--- src/rtl/shiftio_pkg.sv ---
// rtl/shiftio_pkg.sv - shared constants and FSM encoding for the serial shift link
package shiftio_pkg;

  // Frame length and synchronizer depth used by both ends of the link.
  localparam int DEF_WIDTH       = 16;
  localparam int DEF_SYNC_STAGES = 2;

  // Receiver frame FSM.
  typedef enum logic [1:0] {
    ST_IDLE    = 2'd0,
    ST_RECEIVE = 2'd1,
    ST_OVERRUN = 2'd2
  } shiftin_state_t;

  // Bit counter width: must hold WIDTH itself so a full frame is distinguishable from overrun.
  function automatic int cnt_width(input int width);
    return $clog2(width + 1);
  endfunction

endpackage

--- src/rtl/shiftin_if.sv ---
// rtl/shiftin_if.sv - serial input lines and received-word outputs of the shift receiver
interface shiftin_if
  import shiftio_pkg::*;
#(
  parameter int WIDTH = DEF_WIDTH
);

  logic             sclk_in;
  logic             sdata_in;
  logic             slatch_in;
  logic [WIDTH-1:0] data_out;
  logic             valid_out;
  logic             error_out;
  logic             busy_out;

  // Transmitter / consumer side.
  modport master (
    output sclk_in,
    output sdata_in,
    output slatch_in,
    input  data_out,
    input  valid_out,
    input  error_out,
    input  busy_out
  );

  // Receiver side.
  modport slave (
    input  sclk_in,
    input  sdata_in,
    input  slatch_in,
    output data_out,
    output valid_out,
    output error_out,
    output busy_out
  );

endinterface

--- src/rtl/shiftin_sync_edge.sv ---
// rtl/shiftin_sync_edge.sv - multi-flop synchronizer with rise/fall detection
module sync_edge #(
  parameter int   STAGES    = 2,
  parameter logic RESET_VAL = 1'b0
) (
  input  logic clk_in,
  input  logic resetn_in,
  input  logic d_in,
  output logic rise_out,
  output logic fall_out
);

  logic [STAGES-1:0] sync_q;
  logic              prev_q;
  logic              level;

  assign level = sync_q[STAGES-1];

  // Synchronizer chain plus one delayed copy; reset to the idle line level so release makes no edge.
  always_ff @(posedge clk_in or negedge resetn_in) begin
    if (!resetn_in) begin
      sync_q <= {STAGES{RESET_VAL}};
      prev_q <= RESET_VAL;
    end else begin
      sync_q <= {sync_q[STAGES-2:0], d_in};
      prev_q <= level;
    end
  end

  assign rise_out = level & ~prev_q;
  assign fall_out = ~level & prev_q;

endmodule

--- src/rtl/shiftin.sv ---
// rtl/shiftin.sv - latch-framed serial-to-parallel receiver, MSB first
module shiftin
  import shiftio_pkg::*;
#(
  parameter int WIDTH       = DEF_WIDTH,
  parameter int SYNC_STAGES = DEF_SYNC_STAGES
) (
  input  logic     clk_in,
  input  logic     resetn_in,
  shiftin_if.slave bus
);

  localparam int             CW   = cnt_width(WIDTH);
  localparam logic [CW-1:0]  FULL = CW'(WIDTH);

  logic                   sclk_rise;
  logic                   sclk_fall_unused;
  logic                   latch_rise;
  logic                   latch_fall;
  logic [SYNC_STAGES-1:0] sdata_sync;
  logic                   sdata_q;

  shiftin_state_t         state_q, state_n;
  logic [CW-1:0]          cnt_q, cnt_n, cnt_v;
  logic [WIDTH-1:0]       sh_q, sh_n, sh_v;
  logic [WIDTH-1:0]       data_q, data_n;
  logic                   valid_q, valid_n;
  logic                   error_q, error_n;
  logic                   overrun_bit;

  sync_edge #(
    .STAGES    (SYNC_STAGES),
    .RESET_VAL (1'b0)
  ) u_sclk_sync (
    .clk_in    (clk_in),
    .resetn_in (resetn_in),
    .d_in      (bus.sclk_in),
    .rise_out  (sclk_rise),
    .fall_out  (sclk_fall_unused)
  );

  sync_edge #(
    .STAGES    (SYNC_STAGES),
    .RESET_VAL (1'b1)
  ) u_latch_sync (
    .clk_in    (clk_in),
    .resetn_in (resetn_in),
    .d_in      (bus.slatch_in),
    .rise_out  (latch_rise),
    .fall_out  (latch_fall)
  );

  // Data uses the same depth as sclk so the bit seen here lines up with the detected sclk rise.
  always_ff @(posedge clk_in or negedge resetn_in) begin
    if (!resetn_in) begin
      sdata_sync <= '0;
    end else begin
      sdata_sync <= {sdata_sync[SYNC_STAGES-2:0], bus.sdata_in};
    end
  end

  assign sdata_q = sdata_sync[SYNC_STAGES-1];

  // Frame state, shift register, bit counter and registered outputs.
  always_ff @(posedge clk_in or negedge resetn_in) begin
    if (!resetn_in) begin
      state_q <= ST_IDLE;
      cnt_q   <= '0;
      sh_q    <= '0;
      data_q  <= '0;
      valid_q <= 1'b0;
      error_q <= 1'b0;
    end else begin
      state_q <= state_n;
      cnt_q   <= cnt_n;
      sh_q    <= sh_n;
      data_q  <= data_n;
      valid_q <= valid_n;
      error_q <= error_n;
    end
  end

  // Next-state logic: a bit arriving with the latch rise is counted before the frame is judged.
  always_comb begin
    state_n     = state_q;
    cnt_n       = cnt_q;
    sh_n        = sh_q;
    data_n      = data_q;
    valid_n     = 1'b0;
    error_n     = 1'b0;
    cnt_v       = cnt_q;
    sh_v        = sh_q;
    overrun_bit = 1'b0;

    case (state_q)
      ST_IDLE: begin
        if (latch_fall) begin
          state_n = ST_RECEIVE;
          cnt_n   = '0;
          sh_n    = '0;
        end
      end

      ST_RECEIVE: begin
        if (sclk_rise) begin
          if (cnt_q == FULL) begin
            overrun_bit = 1'b1;
          end else begin
            sh_v  = {sh_q[WIDTH-2:0], sdata_q};
            cnt_v = cnt_q + 1'b1;
          end
        end
        sh_n  = sh_v;
        cnt_n = cnt_v;
        if (latch_rise) begin
          state_n = ST_IDLE;
          if (!overrun_bit && cnt_v == FULL) begin
            data_n  = sh_v;
            valid_n = 1'b1;
          end else begin
            error_n = 1'b1;
          end
        end else if (overrun_bit) begin
          state_n = ST_OVERRUN;
        end
      end

      ST_OVERRUN: begin
        if (latch_rise) begin
          state_n = ST_IDLE;
          error_n = 1'b1;
        end
      end

      default: begin
        state_n = ST_IDLE;
      end
    endcase
  end

  assign bus.data_out  = data_q;
  assign bus.valid_out = valid_q;
  assign bus.error_out = error_q;
  assign bus.busy_out  = (state_q != ST_IDLE);

endmodule
--- src/flat_wrapper.sv ---
// flat-port wrapper written by rule: the top's interface ports become plain ports
module shiftin_flat import shiftio_pkg::*;
#(
  parameter int WIDTH       = DEF_WIDTH,
  parameter int SYNC_STAGES = DEF_SYNC_STAGES
)
  (clk_in, resetn_in, bus_sclk_in, bus_sdata_in, bus_slatch_in, bus_data_out, bus_valid_out, bus_error_out, bus_busy_out);
  shiftin_if #(.WIDTH(WIDTH)) bus_i ();
  input  logic clk_in;
  input  logic resetn_in;
  input wire logic [$bits(bus_i.sclk_in)-1:0] bus_sclk_in;
  input wire logic [$bits(bus_i.sdata_in)-1:0] bus_sdata_in;
  input wire logic [$bits(bus_i.slatch_in)-1:0] bus_slatch_in;
  output wire logic [$bits(bus_i.data_out)-1:0] bus_data_out;
  output wire logic [$bits(bus_i.valid_out)-1:0] bus_valid_out;
  output wire logic [$bits(bus_i.error_out)-1:0] bus_error_out;
  output wire logic [$bits(bus_i.busy_out)-1:0] bus_busy_out;
  assign bus_i.sclk_in = bus_sclk_in;
  assign bus_i.sdata_in = bus_sdata_in;
  assign bus_i.slatch_in = bus_slatch_in;
  assign bus_data_out = bus_i.data_out;
  assign bus_valid_out = bus_i.valid_out;
  assign bus_error_out = bus_i.error_out;
  assign bus_busy_out = bus_i.busy_out;
  shiftin #(.WIDTH(WIDTH), .SYNC_STAGES(SYNC_STAGES)) u_core (.clk_in(clk_in), .resetn_in(resetn_in), .bus(bus_i));
endmodule
--- config.mk ---
export PLATFORM = sky130hd
export DESIGN_NAME = shiftin_flat
export DESIGN_NICKNAME = d
export VERILOG_FILES = /design/src/rtl/shiftio_pkg.sv /design/src/rtl/shiftin_if.sv /design/src/rtl/shiftin_sync_edge.sv /design/src/rtl/shiftin.sv /design/src/flat_wrapper.sv
export SDC_FILE = /design/constraint.sdc
export NUM_CORES = 1
export LEC_CHECK = 0
export CAP_MARGIN = 10
export CORE_MARGIN = 2
export CORE_UTILIZATION = 53
export CTS_CLUSTER_DIAMETER = 40
export DETAILED_ROUTE_END_ITERATION = 10
export GPL_ROUTABILITY_DRIVEN = 1
export HOLD_SLACK_MARGIN = 0.15
export PLACE_DENSITY = 0.78
export REMOVE_ABC_BUFFERS = 1
export SLEW_MARGIN = 10
export SYNTH_ARGS = -nofsm -noshare
export SYNTH_HDL_FRONTEND = slang
export SYNTH_SLANG_ARGS = --single-unit
--- constraint.sdc ---
create_clock -name clk_in -period 3.1 [get_ports clk_in]
set_input_delay 0.465 -clock clk_in [delete_from_list [all_inputs] [get_ports clk_in]]
set_output_delay 0.465 -clock clk_in [all_outputs]
set_load 0.05 [all_outputs]
==> flow_results.org <==
** Clocking
- Clock-pin slew on the worst setup and hold paths :: 0.09 ns
- After clock tree synthesis, the repair step resized 0 gates.
- Number of CTS-inserted buffers :: 5
- The root buffer cell chosen for the clock tree is clkbuf_8.
- Hold repair after CTS inserted 0 buffers.
- TritonCTS built the clock tree.
- Clock tree synthesis found a total of 49 sinks.
- Clock latency on the worst-skew pair, taken at its later pin, is 0.30 ns.
- Counting along the longest clock path gives a buffer depth of 2.
- Number of buffers inserted to repair setup after CTS :: 0
- In this run the number of H-tree levels came out at 2.

** Worst setup path
- The worst register-to-register path ends at u_core.bus.data_out[4].
- Data arrives at the worst endpoint at 2.01 ns.
- Endpoint required time on the critical path :: 2.63 ns
- The setup path with the least slack is of type flip-flop to primary output.
- The startpoint identified for the worst register-to-register timing path is u_core.cnt_q[0].
- STA classifies the critical path endpoint as a primary output.
- Length in cells of the worst reg-to-reg path :: 7
- Worst setup slack for register-to-register paths :: 0.77 ns
- Largest fanout of any net on the critical path :: 8
- Worst Setup Start Kind :: flip-flop

** Layout
- Count of filler cells inserted in the layout :: 292
- The post-route netlist has 27.23% of its cells at a drive strength greater than 1.
- Relative to the synthesized area, the layout overhead comes to 16.22%.
- Once layout is complete, the utilization of the core stands at 64.72%.
- The number of antenna diodes in the final layout is 0.
- For this run, the post-layout net count is 200.

** GRT
- Global-route wire length before repair :: 6906 µm
- Via count of the first global-routing pass :: 1432
- Initial antenna violation count :: 0
- After global routing the overflow that remains totals 0.
- Global-route total usage across every layer :: 18.34%
- Maximum number of pins on one net before global-route repair :: 50

** Run status
- The flow ran to the end, and the final reports show no timing, DRC or antenna violations.

** Detailed routing
- Avg Vias per Cell :: 5.896
- Dividing the detail-routed wire length by the instance count gives 16.68 µm.
- Total length of routed wires :: 4020 µm
- DRC viols :: 0
- Once detail routing completed, the nets flagged for antenna violations numbered 0.
- Number of detailed-routing iterations run before antenna repair :: 4
- Summing over every cut layer, the via total after detailed routing is 1421.
- Initial DRC Count :: 68

** Synth
- Cell taking the most area after synthesis :: dfrtp_1
- After synthesis the cells add up to 2260 µm².
- Counting flops and latches in the post-synthesis netlist gives 49.
- Number of synthesized flops with an enable pin :: 0
- Counting instances in the post-synthesis netlist gives the leading cell types as dfrtp_1 (46), mux2_2 (24), a22o_1 (18).
- Mean area per synthesized cell :: 13.69 µm²
- Cell count after synthesis :: 165
- By instance count, the leading cell after synthesis is dfrtp_1.
- During synthesis, Yosys emitted a total of 0 warnings.
- Number of different library cells in the post-synthesis netlist :: 39
- Of all flip-flops after synthesis, the portion carrying an async set or reset was 100.0%.
- Flip-flop cell with the highest count after synthesis :: dfrtp_1
- Fraction of post-synthesis cell area in the top cell type by area :: 50.94%
- Seq/Total Area, Yosys :: 54.43%
- By area the synthesized netlist is led by dfrtp_1 (51%), mux2_2 (12%), a22o_1 (7.0%).

** STA
- Final count of hold timing violations :: 0
- The worst pin sits at a relative slew slack of 30.77%.
- Measured slew at the worst slew-check pin :: 1.038 ns
- Timing would allow up to 404.1 MHz.
- Final Max Tran Viols :: 0
- Post-route setup TNS :: 0 ns
- Setup repair after global routing left no endpoint under its margin.
- Setup violations remaining at the end of the flow were counted as 0.
- The worst path uses 79.82% of the clock period.
- Fin Clk Skew :: 0.006926 ns
- Post-layout min period :: 2.475 ns

** Floorplanning
- The die covers 4802 µm².
- CORE AREA :: 4058 µm²
- The floorplan has 23 rows.
- Initial Utilization :: 55.69%
- In this run the vertical extent of the chip is 69.30 µm.
- Number of placed I/O pins :: 24
- The die is 69.30 µm wide.

** Placed design
- The count of buffers added on input and output ports is 23.
- HPWL reported at the end of detailed placement :: 2711 µm
- Placer congestion estimate :: 0.9087

** Job
- Maximum Capacitance Violations :: 0

** Power and ir drop
- In this run the static leakage power is 1.225 nW.
- Dividing total power by cell area gives a power density of 560.5 nW/µm².
- Maximum resistive drop on vdd :: 0.0003639 V

** Worst hold path
- Min-Delay Path Class :: primary input to async pin
[cell type report]
type / count / area [µm²] / area share [%]
sequential: 49 / 1230 / 46.83
inverter: 8 / 30.03 / 1.143
timing repair buffer: 25 / 240.2 / 9.147
clock buffer: 7 / 96.34 / 3.668
clock inverter: 1 / 8.758 / 0.3335
multi-input combinational: 101 / 958.4 / 36.49
tap: 50 / 62.56 / 2.382
[cell usage in the layout, fill, tap and decap left out, drive strengths merged, types with 2 or more instances in the layout]
| cell | synthesis | final |
|---|---|---|
| nand3b | 2 | 2 |
| clkdlybuf4s50 | 0 | 22 |
| and2b | 2 | 2 |
| dfrtp | 46 | 46 |
| mux2 | 33 | 33 |
| nor4 | 2 | 2 |
| inv | 8 | 9 |
| clkbuf | 3 | 7 |
| o32a | 2 | 2 |
| nand2 | 5 | 5 |
| nor2 | 2 | 2 |
| a22o | 18 | 18 |
| nor3 | 2 | 2 |
| nor2b | 3 | 3 |
| ha | 5 | 5 |
| a31oi | 2 | 2 |
| buf | 4 | 3 |
| o21ai | 4 | 4 |
| mux2i | 3 | 3 |
| a21oi | 2 | 2 |
| dfstp | 3 | 3 |
[worst max-delay path: stages, from the launching register on]
cell and delay [ns]:
dfrtp_1 0.39, inv_1 0.09, ha_1 0.31, inv_1 0.11
clkdlybuf4s50_1 0.81
[sequential cells by signal, summed over array words and instances, names as in the netlist]
signal / cells
u_core.sh_q: 16
u_core.bus.data_out: 16
u_core.state_q: 2
u_core.u_latch_sync.sync_q: 2
u_core.bus.valid_out: 1
u_core.u_sclk_sync.prev_q: 1
u_core.bus.error_out: 1
u_core.u_latch_sync.prev_q: 1
u_core.u_sclk_sync.sync_q: 2
u_core.sdata_sync: 2
u_core.cnt_q: 5
[power by group]
part	internal [W]	switching, W	leakage [nW]	total [W]
combinational	0.000129	0.000222	0.510	0.000351
clock	0.000206	0.000210	0.0549	0.000416
sequential	0.000673	0.0000319	0.659	0.000705
total	0.00101	0.000464	1.22	0.00147
[kinds of logic (layout without fill, tap and decap cells)]
family          Yosys count  after routing  synth area share (%)
buf+inv                  15             41                 3.156
compound gates           36             36                 13.01
mux                      36             36                 19.27
flops                    49             49                 54.43
fa+ha+maj                 5              5                 2.769
simple gates             24             24                 7.365
[per-layer routing]
| layer | vias up | routed length (µm) | GRT usage [%] |
|---|---|---|---|
| li1 | 659 | - | - |
| met2 | 39 | 1964 | 28.85 |
| met3 | 12 | 204 | 5.087 |
| met1 | 711 | 1750 | 24.25 |
| met5 | - | 0 | 0 |
| met4 | 0 | 99 | 6.972 |
[worst max path at each step]
stage / from / to / slack (ns) / depth (start not counted)
after floorplan: u_core.cnt_q[0] / u_core.bus.data_out[10] / 0.58 / 6
after global placement: u_core.cnt_q[0] / u_core.cnt_q[0] / 0.89 / 7
after detailed placement: u_core.cnt_q[0] / u_core.bus.data_out[5] / 0.79 / 7
after CTS: u_core.state_q[0] / bus_busy_out / 0.63 / 4
after global routing: u_core.state_q[0] / bus_busy_out / 0.55 / 4
final: u_core.state_q[0] / bus_busy_out / 0.63 / 4
[stage by stage]
| step | instance area, µm² | power [W] | instances | setup slack, ns | hold WS, ns |
|---|---|---|---|---|---|
| global placement | 2521 | 0.001042 | 233 | 0.8851 | 0.3411 |
| CTS | 2626 | 0.001483 | 241 | 0.6311 | 0.3600 |
| finish | 2626 | 0.001472 | 241 | 0.6254 | 0.3363 |
| floorplan | 2218 | 0.0009634 | 158 | 0.5826 | 0.1694 |
| global route | 2626 | 0.001557 | 241 | 0.5531 | 0.3640 |
| detailed placement | 2521 | 0.001068 | 233 | 0.7860 | 0.3426 |
Note: power is estimated with default switching activity, not from simulation.
